**config.mk**
```make
export PLATFORM = sky130hd
export DESIGN_NAME = sdram_port_scheduler
export DESIGN_NICKNAME = d
export VERILOG_FILES = /design/src/rtl/sdram_port_scheduler.sv
export SDC_FILE = /design/constraint.sdc
export NUM_CORES = 1
export LEC_CHECK = 0
export BUFFER_PORTS_ARGS = -buffer_cell sky130_fd_sc_hd__buf_2
export CAP_MARGIN = 10
export CORE_MARGIN = 8
export CORE_UTILIZATION = 39
export CTS_BUF_LIST = sky130_fd_sc_hd__clkbuf_8
export CTS_CLUSTER_SIZE = 25
export DETAILED_ROUTE_END_ITERATION = 6
export PLACE_DENSITY_LB_ADDON = 0.25
export SLEW_MARGIN = 20
export SYNTH_ARGS = -nofsm -noshare
export SYNTH_HDL_FRONTEND = slang
export SYNTH_SLANG_ARGS = --single-unit
```
**constraint.sdc**
```tcl
create_clock -name clk -period 2.9 [get_ports clk]
set_input_delay 0 -clock clk [delete_from_list [all_inputs] [get_ports clk]]
set_output_delay 0 -clock clk [all_outputs]
set_load 0.05 [all_outputs]
```
**src/rtl/sdram_port_scheduler.sv**
```systemverilog
// Round-robin sequencer for the single SDRAM FIFO port (video fetch vs board).
// Ports: c0/c1 request bundles in, done/rdata/busy/grant out, FIFO ld/req/addr/data out.
module sdram_port_scheduler #(
  parameter int LOAD_WAIT = 8,
  parameter int SETTLE    = 2,
  parameter int TIMEOUT   = 1023
) (
  input  logic        clk,
  input  logic        reset,
  input  logic        c0_req,
  input  logic        c0_we,
  input  logic [24:0] c0_addr,
  input  logic [15:0] c0_wdata,
  input  logic        c1_req,
  input  logic        c1_we,
  input  logic [24:0] c1_addr,
  input  logic [15:0] c1_wdata,
  output logic        c0_done,
  output logic        c1_done,
  output logic        done_err,
  output logic [15:0] rdata,
  output logic        busy,
  output logic        grant,
  input  logic        wr_full,
  input  logic        rd_empty,
  input  logic [15:0] readdata,
  output logic        write_ld,
  output logic        write_req,
  output logic        read_ld,
  output logic        read_req,
  output logic [24:0] writeaddr,
  output logic [24:0] readaddr,
  output logic [15:0] writedata
);

  typedef enum logic [2:0] {
    S_IDLE,
    S_LOAD,
    S_DELAY,
    S_WAIT,
    S_ISSUE,
    S_TAIL
  } state_t;

  localparam logic [9:0] LW_END = 10'(LOAD_WAIT - 1);
  localparam logic [9:0] ST_END = 10'(SETTLE - 1);
  localparam logic [9:0] TO_END = 10'(TIMEOUT - 1);

  state_t      state;
  logic [9:0]  cnt;
  logic        last;
  logic        we_q;
  logic [24:0] addr_q;
  logic [15:0] wdata_q;

  logic        r0;
  logic        r1;
  logic        pick;
  logic        ready;
  logic        sel_we;
  logic [24:0] sel_addr;
  logic [15:0] sel_wdata;

  // A client finishing this cycle sits out, so the other one gets the port.
  assign r0 = c0_req & ~c0_done;
  assign r1 = c1_req & ~c1_done;
  assign pick = (r0 & r1) ? ~last : r1;

  assign sel_we    = pick ? c1_we : c0_we;
  assign sel_addr  = pick ? c1_addr : c0_addr;
  assign sel_wdata = pick ? c1_wdata : c0_wdata;

  assign ready = we_q ? ~wr_full : ~rd_empty;

  always_ff @(posedge clk or negedge reset) begin
    if (!reset) begin
      state     <= S_IDLE;
      cnt       <= '0;
      last      <= 1'b1;
      we_q      <= 1'b0;
      addr_q    <= '0;
      wdata_q   <= '0;
      grant     <= 1'b0;
      busy      <= 1'b0;
      c0_done   <= 1'b0;
      c1_done   <= 1'b0;
      done_err  <= 1'b0;
      rdata     <= '0;
      write_ld  <= 1'b0;
      write_req <= 1'b0;
      read_ld   <= 1'b0;
      read_req  <= 1'b0;
      writeaddr <= '0;
      readaddr  <= '0;
      writedata <= '0;
    end else begin
      write_ld  <= 1'b0;
      write_req <= 1'b0;
      read_ld   <= 1'b0;
      read_req  <= 1'b0;
      c0_done   <= 1'b0;
      c1_done   <= 1'b0;
      done_err  <= 1'b0;
      unique case (state)
        S_IDLE: begin
          if (r0 | r1) begin
            grant   <= pick;
            last    <= pick;
            we_q    <= sel_we;
            addr_q  <= sel_addr;
            wdata_q <= sel_wdata;
            busy    <= 1'b1;
            cnt     <= '0;
            state   <= S_LOAD;
            if (sel_we) begin
              write_ld  <= 1'b1;
              writeaddr <= sel_addr;
            end else begin
              read_ld  <= 1'b1;
              readaddr <= sel_addr;
            end
          end
        end
        S_LOAD: begin
          cnt   <= '0;
          state <= S_DELAY;
        end
        S_DELAY: begin
          if (cnt == LW_END) begin
            cnt   <= '0;
            state <= S_WAIT;
          end else begin
            cnt <= cnt + 10'd1;
          end
        end
        S_WAIT: begin
          if (ready) begin
            cnt   <= '0;
            state <= S_ISSUE;
            if (we_q) begin
              write_req <= 1'b1;
              writedata <= wdata_q;
            end else begin
              read_req <= 1'b1;
            end
          end else if (cnt == TO_END) begin
            cnt      <= '0;
            busy     <= 1'b0;
            done_err <= 1'b1;
            c0_done  <= ~grant;
            c1_done  <= grant;
            state    <= S_IDLE;
          end else begin
            cnt <= cnt + 10'd1;
          end
        end
        S_ISSUE: begin
          cnt   <= '0;
          state <= S_TAIL;
        end
        S_TAIL: begin
          if (!we_q && cnt == '0) begin
            rdata <= readdata;
          end
          if (cnt == ST_END) begin
            cnt     <= '0;
            busy    <= 1'b0;
            c0_done <= ~grant;
            c1_done <= grant;
            state   <= S_IDLE;
          end else begin
            cnt <= cnt + 10'd1;
          end
        end
        default: state <= S_IDLE;
      endcase
    end
  end

  // addr_q is kept for debug visibility of the in-flight request.
  logic unused_ok;
  assign unused_ok = ^addr_q;

endmodule

```
==> metrics.json, run 1 <==
{
  "outcome": {"value": "finished clean"},
  "clkLatencyLatePin": {"value": 0.43, "unit": "ns"},
  "rsz0062_at_grt": {"value": "false"},
  "netlist-cell-type-count": {"value": 42},
  "inserted_clock_buffers": {"value": 17},
  "core_area": {"value": 13100, "unit": "um^2"},
  "tritoncts": {"value": "built"},
  "worst-setup-path-type": {"value": "flip-flop to flip-flop"},
  "yosys.area.top_type_share": {"value": 58.5, "unit": "%"},
  "maxClockFrequency": {"value": 385, "unit": "MHz"},
  "route.antenna.remaining_nets": {"value": 0},
  "dieHeight": {"value": 131, "unit": "um"},
  "io-pin-count": {"value": 197},
  "static-leakage-power": {"value": 3.81, "unit": "nW"},
  "global_route.overflow_total": {"value": 0},
  "chipWidth": {"value": 131, "unit": "um"},
  "routabilityCongestion": {"value": 0.803},
  "route.met2.wl": {"value": 8040, "unit": "um"},
  "syn_nets": {"value": 568},
  "syn_area": {"value": 5180, "unit": "um^2"},
  "synth-seq-area-share": {"value": 59.0, "unit": "%"},
  "clk_pin_slew_worst_paths": {"value": 0.07, "unit": "ns"},
  "grt_use_total": {"value": 18.2, "unit": "%"},
  "final_area": {"value": 7760, "unit": "um^2"},
  "highest_layer": {"value": "met5"},
  "floorplan.initialDensity": {"value": 39.6, "unit": "%"},
  "total_power": {"value": 8.81, "unit": "mW"},
  "drt-met1-wl": {"value": 5960, "unit": "um"},
  "timing.critical_path.required": {"value": 3.18, "unit": "ns"},
  "clock_tree.buffer_depth": {"value": 2},
  "cts_root_buffer": {"value": "clkbuf_8"},
  "grt_start_max_net_pins": {"value": 73},
  "post_drt_via_cell_ratio": {"value": 4.84},
  "fp.dieArea": {"value": 17200, "unit": "um^2"},
  "antenna_found_initial": {"value": 3},
  "setup_tns": {"value": 0, "unit": "ns"},
  "nets": {"value": 866},
  "final_hold_viol_count": {"value": 0},
  "syn_inst": {"value": 458},
  "clock-skew-final": {"value": 0.00937, "unit": "ns"},
  "drc_violation_count_after_routing": {"value": 0},
  "final.period_utilization": {"value": 89.5, "unit": "%"},
  "timing.final.setup_violations": {"value": 0},
  "wl_per_cell": {"value": 16.3, "unit": "um"},
  "power.density_cell_area": {"value": 1130, "unit": "nW/um^2"},
  "placedCellCount": {"value": 812},
  "first_pass_grt_wire_length": {"value": 25600, "unit": "um"},
  "hold_path.class": {"value": "input pin to flip-flop"},
  "post_synth_main_area_contributors": {"value": "dfrtp_1 (58%), mux2i_1 (8.5%), mux2_2 (7.0%)"},
  "portBuffers": {"value": 196},
  "detailroute.via_count": {"value": 4582},
  "yosys.area.top_type": {"value": "dfrtp_1"},
  "min_period": {"value": 2.59, "unit": "ns"},
  "max_slew.worst_pin.slew": {"value": 0.673, "unit": "ns"},
  "synth-main-ff-cell": {"value": "dfrtp_1"},
  "drt_pre_antenna_iters": {"value": 4},
  "cts_max_level": {"value": 4},
  "area_growth_syn_to_layout": {"value": 50.0, "unit": "%"},
  "post_synth.cell_area_avg": {"value": 11.3, "unit": "um^2"},
  "timing.critical_path.to_type": {"value": "flip-flop"},
  "hpwlAfterDp": {"value": 10200, "unit": "um"},
  "placement.cell_area": {"value": 6380, "unit": "um^2"},
  "drv.max_cap_violation_count": {"value": 0},
  "timing.critical_path.arrival": {"value": 2.88, "unit": "ns"},
  "std_cell_rows": {"value": 42},
  "drive_gt1_share": {"value": 35.9, "unit": "%"},
  "synth-edff-count": {"value": 0},
  "worst-path-max-fanout": {"value": 15},
  "synth.ff_latch_count": {"value": 122},
  "dr_wl_met3": {"value": 1080, "unit": "um"},
  "instances_no_fill": {"value": 946},
  "wirelength": {"value": 15400, "unit": "um"},
  "number_of_filler_cells_placed_in_the_layout": {"value": 1077},
  "cts_num_sinks": {"value": 122},
  "vdd_ir_drop_max": {"value": 0.727, "unit": "mV"},
  "drt_iter0_drc": {"value": 242},
  "ys_async_sr_fraction": {"value": 100, "unit": "%"},
  "slew-limit-headroom": {"value": 55.2, "unit": "%"},
  "first_global_vias": {"value": 5100},
  "postCtsResizedCells": {"value": 0},
  "cp-start-kind": {"value": "flip-flop"},
  "slew_violations": {"value": 0},
  "yosys_warnings": {"value": 0}
}
[layout make-up]
class / count / area, um^2 / area share (%)
flip-flops and latches: 122 / 3050 / 39.3
repair buffers: 306 / 2090 / 26.9
multi-input cells: 303 / 2000 / 25.8
clock buffers: 19 / 262 / 3.37
well taps: 176 / 220 / 2.84
clock inverters: 12 / 109 / 1.40
inverters: 6 / 22.5 / 0.290
diodes: 2 / 5.00 / 0.0645
[layer usage]
layer  GRT usage [%]  vias to the layer above
met1            19.4                     2217
met2            31.7                      138
li1                -                     2199
met4            7.88                        2
met5               0                        -
met3            6.94                       26
[sequential cells by signal (all words and copies together) (netlist names), 3 cells and up]
name	count
wdata_q	16
writedata	16
writeaddr	25
cnt	10
state	3
rdata	16
readaddr	25
[kinds of logic after synthesis]
family,count (synthesis),share of synthesized area (%)
flops,122,59.0
simple gates,120,10.8
compound gates,102,10.9
mux,76,15.5
buf+inv,33,2.66
fa+ha+maj,4,0.967
xor+xnor,1,0.169
[final timing paths]
check	from	endpoint	slack [ns]	cells past startpoint
worst max register to register	c1_done	writeaddr[22]	0.31	6
min in group asynchronous	reset	c1_done	0.15	2
worst max-delay path	c1_done	writeaddr[22]	0.31	6
worst min register to register	wdata_q[13]	wdata_q[13]	0.48	2
max in group asynchronous	reset	writeaddr[2]	1.91	3
worst min-delay path	c1_we	we_q	0.07	4
[timing repair]
item                                   CTS  global route
endpoints found under the hold margin  135             0
hold buffers                           101             0
setup buffers                            0             0
[synth_stat cells, types with 3 or more instances]
cell,count
nor2_1,58
mux2i_1,44
dfrtp_1,121
nand3b_1,3
nor3_1,5
o21ai_0,31
buf_2,5
ha_1,4
nand2_1,24
nand3_1,4
or3_1,6
inv_1,6
a21oi_1,55
mux2_2,32
a21o_1,4
clkbuf_1,17
nor3b_1,3
nor2b_1,3
buf_1,4
[per-stage QoR]
step	worst slack (ns)	hold slack [ns]	util (%)
2_1_floorplan	0.850	-0.296	-
3_3_place_gp	0.790	0.0737	48.7
3_5_place_dp	0.746	0.0735	48.7
4_1_cts	0.301	0.0380	59.3
5_1_grt	0.129	0.0781	59.3
6_report	0.305	0.0748	59.3
[power by group]
part	total (mW)	switching (mW)	internal [mW]
logic	4.51	3.25	1.26
clock network	1.43	0.649	0.785
registers	2.86	0.420	2.44
total	8.81	4.32	4.49
[critical path: stages (launching register included)]
cell and delay [ns]:
dfrtp_1 0.38, nor2b_1 0.38, nand2_2 0.45, buf_4 0.36, mux2i_1 0.19, dlygate4sd3_1 0.60
a21oi_1 0.08
[cells in the final DEF, fill, tap and decap left out, drive strengths merged, types with 3 or more instances in the layout]
cell / count
nand3: 4
nor2b: 3
mux2: 32
clkinv: 6
dlygate4sd3: 101
nor3b: 3
inv: 9
nand2: 24
dfrtp: 121
a21oi: 55
or3: 6
buf: 205
clkbuf: 19
nor2: 58
o21ai: 32
ha: 4
nand3b: 3
nor3: 7
mux2i: 44
a21o: 4
Power figures use the tool's default switching activity.
==> inputs of run 2 (changes only) <==
Settings changed: GPL_ROUTABILITY_DRIVEN set to 0, PLACE_DENSITY_LB_ADDON 0.25 to 0.3, SETUP_SLACK_MARGIN set to 0.5.
==> run 2 against run 1 <==
Against the previous run: hold slack better by 0.12 ns; sequential power about the same; clock skew down 0.0026 ns; clock-buffer cell count up 1; total power up 1.7%; critical endpoint is now cnt[8]; via count up 1.3%; utilization up 0.61 points; wire length up 1.1%; critical path type unchanged.
==> metrics.json, run 2 (synthesis gave the netlist of run 1 again) <==
{
  "first_pass_grt_wire_length": {"value": 25600, "unit": "um", "change": "about the same"},
  "portBuffers": {"value": 196, "change": "unchanged"},
  "first_global_vias": {"value": 5091, "change": "-0.18%"},
  "rsz0062_at_grt": {"value": "false"},
  "setup_tns": {"value": 0, "unit": "ns", "change": "unchanged"},
  "max_slew.worst_pin.slew": {"value": 0.873, "unit": "ns", "change": "+0.200 ns"},
  "detailroute.via_count": {"value": 4643, "change": "+1.3%"},
  "placedCellCount": {"value": 812, "change": "unchanged"},
  "final_area": {"value": 7840, "unit": "um^2", "change": "+1.0%"},
  "power.density_cell_area": {"value": 1140, "unit": "nW/um^2", "change": "+0.63%"},
  "route.antenna.remaining_nets": {"value": 0, "change": "unchanged"},
  "slew-limit-headroom": {"value": 41.8, "unit": "%", "change": "-13 points"},
  "static-leakage-power": {"value": 3.82, "unit": "nW", "change": "+0.35%"},
  "clk_pin_slew_worst_paths": {"value": 0.07, "unit": "ns", "change": "about the same"},
  "drive_gt1_share": {"value": 36.5, "unit": "%", "change": "+0.60 points"},
  "wl_per_cell": {"value": 16.4, "unit": "um", "change": "+0.84%"},
  "final.period_utilization": {"value": 76.9, "unit": "%", "change": "-13 points"},
  "cts_post_setup_buffers_inserted": {"value": 0, "change": "unchanged"},
  "wirelength": {"value": 15600, "unit": "um", "change": "+1.1%"},
  "drv.max_cap_violation_count": {"value": 0, "change": "unchanged"},
  "dieHeight": {"value": 131, "unit": "um", "change": "unchanged"},
  "final_core_utilization": {"value": 59.9, "unit": "%", "change": "+0.61 points"},
  "min_period": {"value": 2.23, "unit": "ns", "change": "-0.363 ns"},
  "area.sequential": {"value": 3050, "unit": "um^2", "change": "unchanged"},
  "grt_start_max_net_pins": {"value": 70, "change": "-4.1%"},
  "final_common_cell": {"value": "buf_2"},
  "number_of_filler_cells_placed_in_the_layout": {"value": 1066, "change": "-1.0%"},
  "cts_max_level": {"value": 4, "change": "unchanged"},
  "timing.critical_path.to_type": {"value": "flip-flop"},
  "placement.cell_area": {"value": 6390, "unit": "um^2", "change": "+0.29%"},
  "worst-setup-path-type": {"value": "flip-flop to flip-flop"},
  "std_cell_rows": {"value": 42, "change": "unchanged"},
  "cts_num_sinks": {"value": 122, "change": "unchanged"},
  "instances_no_fill": {"value": 948, "change": "+0.21%"},
  "layout_common_cells": {"value": "buf_2 (195), dfrtp_1 (121), dlygate4sd3_1 (101)"},
  "chipWidth": {"value": 131, "unit": "um", "change": "unchanged"},
  "nets": {"value": 866, "change": "unchanged"},
  "timing.critical_path.arrival": {"value": 2.55, "unit": "ns", "change": "-0.33 ns"},
  "timing.final.setup_violations": {"value": 0, "change": "unchanged"},
  "multiInputGateArea": {"value": 2020, "unit": "um^2", "change": "+0.69%"},
  "vdd_ir_drop_max": {"value": 0.823, "unit": "mV", "change": "+13%"},
  "post_drt_via_cell_ratio": {"value": 4.90, "change": "+1.1%"},
  "io-pin-count": {"value": 197, "change": "unchanged"},
  "area_growth_syn_to_layout": {"value": 51.5, "unit": "%"},
  "hold_path.class": {"value": "input pin to flip-flop"},
  "global_route.overflow_total": {"value": 0, "change": "unchanged"},
  "worst-path-max-fanout": {"value": 7, "change": "-8"},
  "drc_violation_count_after_routing": {"value": 0, "change": "unchanged"},
  "outcome": {"value": "finished clean"},
  "antenna_found_initial": {"value": 3, "change": "unchanged"},
  "clkLatencyLatePin": {"value": 0.43, "unit": "ns", "change": "about the same"},
  "slew_violations": {"value": 0, "change": "unchanged"},
  "clock_tree.buffer_depth": {"value": 2, "change": "unchanged"},
  "drt_iter0_drc": {"value": 276, "change": "+14%"},
  "maxClockFrequency": {"value": 448, "unit": "MHz", "change": "+16%"},
  "hpwlAfterDp": {"value": 10300, "unit": "um", "change": "+1.2%"},
  "floorplan.initialDensity": {"value": 39.6, "unit": "%", "change": "unchanged"},
  "cp-start-kind": {"value": "flip-flop"},
  "drt_pre_antenna_iters": {"value": 5, "change": "+1"},
  "tritoncts": {"value": "built"},
  "core_area": {"value": 13100, "unit": "um^2", "change": "unchanged"},
  "inserted_clock_buffers": {"value": 17, "change": "unchanged"},
  "final_hold_viol_count": {"value": 0, "change": "unchanged"},
  "grt_use_total": {"value": 18.4, "unit": "%", "change": "+0.16 points"},
  "clock-skew-final": {"value": 0.00676, "unit": "ns", "change": "-0.00261 ns"},
  "cts_root_buffer": {"value": "clkbuf_8"},
  "biggestRegsByFlops": {"value": "readaddr (25), writeaddr (25)"},
  "timing.critical_path.required": {"value": 3.22, "unit": "ns", "change": "+0.04 ns"},
  "fp.dieArea": {"value": 17200, "unit": "um^2", "change": "unchanged"}
}
run 2: repair_timing:
action / in CTS / in global routing
hold buffers: 101 / 0
gates resized for setup: 0 / 2
hold endpoints to repair: 153 / 0
setup endpoints to repair: 0 / 1
run 2: power by group:
| part | internal (mW) | total (mW) | switching, mW |
|---|---|---|---|
| registers | 2.44 | 2.88 | 0.435 |
| clock network | 0.911 | 1.59 | 0.674 |
| logic | 1.24 | 4.49 | 3.25 |
| total | 4.59 | 8.95 | 4.36 |
run 2: final cells by class:
| cell class | instances | share of cell area (%) |
|---|---|---|
| clock inverter | 12 | 1.87 |
| tap | 176 | 2.81 |
| clock buffer | 20 | 3.51 |
| antenna | 3 | 0.0957 |
| inverter | 6 | 0.287 |
| sequential | 122 | 38.9 |
| multi-input combinational | 303 | 25.7 |
| timing repair buffer | 306 | 26.8 |
run 2: stage by stage:
step / setup slack (ns) / power (mW) / hold WS, ns
CTS: 0.534 / 9.00 / 0.209
global route: 0.550 / 9.47 / 0.222
floorplan: 0.850 / 6.09 / -0.296
detailed placement: 0.754 / 7.27 / 0.185
global placement: 0.790 / 7.16 / 0.175
finish: 0.669 / 8.95 / 0.198
run 2: per-layer routing:
layer	track usage (%)	routed length, um	up-vias
met2	31.0	7730	173
li1	-	-	2207
met3	7.05	1240	27
met1	20.2	6230	2236
met4	8.13	390	0
met5	0	0	-
run 2: worst paths after layout:
path	endpoint	slack [ns]	startpoint	depth (start not counted)
min in group asynchronous	c1_done	0.22	reset	2
worst min register to register	wdata_q[2]	0.48	wdata_q[2]	2
worst max register to register	cnt[8]	0.67	cnt[4]	6
worst min-delay path	grant	0.20	c1_req	4
max in group asynchronous	writedata[0]	1.87	reset	3
worst max-delay path	cnt[8]	0.67	cnt[4]	6
run 2: critical path, cell delays in order (launching register included):
cell,delay [ns]
dfrtp_1,0.43
or4_1,0.56
o41a_1,0.43
a211oi_2,0.26
buf_4,0.19
o21ai_2,0.06
a21o_1,0.19
==> inputs of run 3 (changes only) <==
Settings changed: ABC_AREA set to 1.
Clock period 2.9 ns to 2 ns, I/O delays scaled along.
==> run 3 against run 2 <==
Against the previous run: synthesized cell count is 53% higher; utilization up 4.2 points; hold slack got worse by 0.15 ns; sequential cell count unchanged; sequential power increased by 42%; final cell count is 32% higher; wire length grew 29%; via count up 31%; global-route usage grew 2.4 points; die area grew 8.2%; non-clock buffer count is 50 higher; largest cell class unchanged.
==> metrics.json, run 3 <==
{
  "fp.dieArea": {"value": 18600, "unit": "um^2", "change": "+8.2%"},
  "drt_pre_antenna_iters": {"value": 5, "change": "unchanged"},
  "final_common_cell": {"value": "nand2_1"},
  "grt_start_max_net_pins": {"value": 57, "change": "-19%"},
  "yosys.area.top_type_share": {"value": 53.5, "unit": "%", "change": "-5.0 points"},
  "global_route.usage.met1": {"value": 25.2, "unit": "%", "change": "+5.0 points"},
  "instances_no_fill": {"value": 1248, "change": "+32%"},
  "wl_per_cell": {"value": 16.1, "unit": "um", "change": "-1.9%"},
  "syn_nets": {"value": 813, "change": "+43%"},
  "synth-seq-area-share": {"value": 53.9, "unit": "%", "change": "-5.1 points"},
  "maxClockFrequency": {"value": 642, "unit": "MHz", "change": "+43%"},
  "drv.max_cap_violation_count": {"value": 0, "change": "unchanged"},
  "post_synth.cell_area_avg": {"value": 8.05, "unit": "um^2", "change": "-29%"},
  "final_core_utilization": {"value": 64.1, "unit": "%", "change": "+4.2 points"},
  "placement.cell_area": {"value": 6830, "unit": "um^2", "change": "+6.9%"},
  "timing.critical_path.required": {"value": 2.37, "unit": "ns", "change": "-0.85 ns"},
  "layout_common_cells": {"value": "nand2_1 (280), buf_2 (195), dfrtp_1 (113)"},
  "total_power": {"value": 14.3, "unit": "mW", "change": "+59%"},
  "r2r-start": {"value": "state[0]"},
  "nets": {"value": 1160, "change": "+34%"},
  "antenna_found_initial": {"value": 0, "change": "-3"},
  "first_pass_grt_wire_length": {"value": 30600, "unit": "um", "change": "+19%"},
  "dieHeight": {"value": 136, "unit": "um", "change": "+4.0%"},
  "drt_iter0_drc": {"value": 278, "change": "+0.72%"},
  "tritoncts": {"value": "built"},
  "vdd_ir_drop_max": {"value": 0.956, "unit": "mV", "change": "+16%"},
  "syn_area": {"value": 5660, "unit": "um^2", "change": "+9.4%"},
  "placedCellCount": {"value": 1068, "change": "+32%"},
  "inserted_clock_buffers": {"value": 17, "change": "unchanged"},
  "drc_violation_count_after_routing": {"value": 0, "change": "unchanged"},
  "cp-start-kind": {"value": "flip-flop"},
  "final.period_utilization": {"value": 77.9, "unit": "%", "change": "+0.93 points"},
  "gr-usage-met2": {"value": 33.6, "unit": "%", "change": "+2.6 points"},
  "crit_path_largest_cell_delay": {"value": 0.41, "unit": "ns", "change": "-0.15 ns"},
  "setup_tns": {"value": 0, "unit": "ns", "change": "unchanged"},
  "worstReg2RegEnd": {"value": "readaddr[24]"},
  "area_growth_syn_to_layout": {"value": 62.8, "unit": "%"},
  "global_route.overflow_total": {"value": 0, "change": "unchanged"},
  "slew-limit-headroom": {"value": 66.3, "unit": "%", "change": "+25 points"},
  "path_cells": {"value": "inv_2 -> nand2_4 -> nor2_4 -> nand2_4 -> buf_12 -> buf_12 -> nor2_4 -> buf_6 -> nand2_1 -> nand2_1"},
  "cts_num_sinks": {"value": 122, "change": "unchanged"},
  "regToRegSetupSlack": {"value": 0.44, "unit": "ns", "change": "-0.23 ns"},
  "wirelength": {"value": 20100, "unit": "um", "change": "+29%"},
  "timing.critical_path.to_type": {"value": "flip-flop"},
  "grt_use_total": {"value": 20.7, "unit": "%", "change": "+2.4 points"},
  "synth-main-ff-cell": {"value": "dfrtp_1"},
  "synth-edff-count": {"value": 0, "change": "unchanged"},
  "post_drt_via_cell_ratio": {"value": 4.86, "change": "-0.71%"},
  "hold_path.class": {"value": "input pin to flip-flop"},
  "route.antenna.remaining_nets": {"value": 0, "change": "unchanged"},
  "ys_async_sr_fraction": {"value": 100, "unit": "%", "change": "unchanged"},
  "setup_ws": {"value": 0.443, "unit": "ns", "change": "-0.226 ns"},
  "syn_inst": {"value": 703, "change": "+53%"},
  "place_ws": {"value": 0.277, "unit": "ns", "change": "-0.477 ns"},
  "synth.ff_latch_count": {"value": 122, "change": "unchanged"},
  "cts_root_buffer": {"value": "clkbuf_8"},
  "timing.critical_path.arrival": {"value": 1.93, "unit": "ns", "change": "-0.62 ns"},
  "final_hold_viol_count": {"value": 0, "change": "unchanged"},
  "power.density_cell_area": {"value": 1550, "unit": "nW/um^2", "change": "+35%"},
  "worst-setup-path-type": {"value": "flip-flop to flip-flop"},
  "post_synth_main_area_contributors": {"value": "dfrtp_1 (53%), nand2_1 (20%), o21ai_0 (5.5%)"},
  "timing.hold.ws": {"value": 0.0429, "unit": "ns", "change": "-0.155 ns"},
  "core_area": {"value": 14400, "unit": "um^2", "change": "+9.8%"},
  "min_delay_worst_endpoint": {"value": "last"},
  "final_area": {"value": 9220, "unit": "um^2", "change": "+18%"},
  "worstHoldPathCells": {"value": 6, "change": "+2"},
  "clock_tree.buffer_depth": {"value": 2, "change": "unchanged"},
  "detailroute.via_count": {"value": 6069, "change": "+31%"},
  "global_route.usage.met3": {"value": 6.84, "unit": "%", "change": "-0.21 points"},
  "worst-path-max-fanout": {"value": 10, "change": "+3"},
  "timing.hold.worst.start": {"value": "c1_req"},
  "grt_peak_use_layer": {"value": "met2"},
  "yosys_warnings": {"value": 0, "change": "unchanged"},
  "std_cell_rows": {"value": 44, "change": "+4.8%"},
  "static-leakage-power": {"value": 4.82, "unit": "nW", "change": "+26%"},
  "rsz0062_at_grt": {"value": "true"},
  "clkLatencyLatePin": {"value": 0.44, "unit": "ns", "change": "about the same"},
  "timing.final.setup_violations": {"value": 0, "change": "unchanged"},
  "chipWidth": {"value": 136, "unit": "um", "change": "+4.0%"},
  "netlist-cell-type-count": {"value": 33, "change": "-21%"},
  "min_period": {"value": 1.56, "unit": "ns", "change": "-0.674 ns"},
  "first_global_vias": {"value": 6096, "change": "+20%"},
  "hpwlAfterDp": {"value": 11700, "unit": "um", "change": "+14%"},
  "worst_path_max_delay_cell": {"value": "dfrtp_2"},
  "yosys.area.top_type": {"value": "dfrtp_1"},
  "outcome": {"value": "finished clean"},
  "portBuffers": {"value": 196, "change": "unchanged"},
  "clk_pin_slew_worst_paths": {"value": 0.07, "unit": "ns", "change": "about the same"},
  "number_of_cells_traversed_by_the_worst_register_to_register_path": {"value": 10, "change": "+4"},
  "biggestRegsByFlops": {"value": "readaddr (25), writeaddr (25)"},
  "clock-skew-final": {"value": 0.0147, "unit": "ns", "change": "+0.00790 ns"},
  "io-pin-count": {"value": 197, "change": "unchanged"},
  "most_frequent_cells_after_synthesis": {"value": "nand2_1 (308), dfrtp_1 (121), o21ai_0 (62), inv_1 (43), nand3_1 (38)"},
  "cts_max_level": {"value": 4, "change": "unchanged"},
  "drive_gt1_share": {"value": 35.9, "unit": "%", "change": "-0.60 points"},
  "synth.most_common_cell": {"value": "nand2_1"},
  "floorplan.initialDensity": {"value": 39.4, "unit": "%", "change": "-0.16 points"},
  "slew_violations": {"value": 0, "change": "unchanged"},
  "max_slew.worst_pin.slew": {"value": 0.505, "unit": "ns", "change": "-0.368 ns"}
}
## run 3: changes by cell type after synthesis, sizes merged, moves of 8 or more
| cell | before | now |
|---|---|---|
| mux2 | 32 | 0 |
| a21oi | 55 | 4 |
| buf | 10 | 18 |
| mux2i | 44 | 0 |
| o21ai | 32 | 63 |
| o22ai | 1 | 16 |
| nand4 | 2 | 11 |
| nor2 | 58 | 40 |
| inv | 6 | 50 |
| nand3 | 4 | 39 |
| nand2 | 24 | 317 |
## run 3: where the power goes
part / switching, mW / internal [mW]
clock network: 1.04 / 1.43
registers: 0.584 / 3.50
logic: 5.41 / 2.29
total: 7.03 / 7.22
## run 3: cells by family after synthesis
logic type                 count (synthesis)  synth area share (%)
adders and majority gates                  4                 0.884
DFF                                      122                  53.9
and+or+nand+nor                          411                  30.4
buffers and inverters                     80                  6.56
xor gates and xnor gates                   1                 0.155
AOI/OAI and AO/OA                         85                  8.09
## run 3: cell type report
cell class	count	area [um^2]
flip-flops and latches	122	3060
inverters	50	228
repair buffers	356	2690
well taps	184	230
clock buffers	19	262
fillers	1151	5150
clock inverters	13	193
diodes	1	2.50
multi-input cells	503	2550
## run 3: timing repair
action                                  in CTS  in global routing
hold buffers                               103                  0
endpoints found under the setup margin     101                101
hold endpoints to repair                   177                  0
resized for setup                           56                 88
buffers inserted                            20                 16
cloned                                       5                  3
pin swaps                                   13                 35
## run 3: worst max path at each step
stage | slack (ns) | from | end
finish | 0.44 | state[0] | readaddr[24]
global route | 0.37 | last | readaddr[24]
CTS | 0.50 | state[0] | cnt[4]
detailed placement | 0.28 | state[0] | cnt[7]
global placement | 0.30 | state[0] | cnt[9]
floorplan | 0.48 | c0_done | writeaddr[10]
## run 3: worst max-delay path, delay by kind of cell (launching register included)
family,cells,cell delay [ns]
buffers and inverters,4,0.52
flip-flops,1,0.41
AND/OR/NAND/NOR,6,0.57
## run 3: routing by layer
layer  vias to the layer above  part of all wire, %
li1                       2929                    -
met1                      2839                   41
met2                       252                   49
met3                        49                  7.6
met4                         0                  2.6
met5                         -                    0
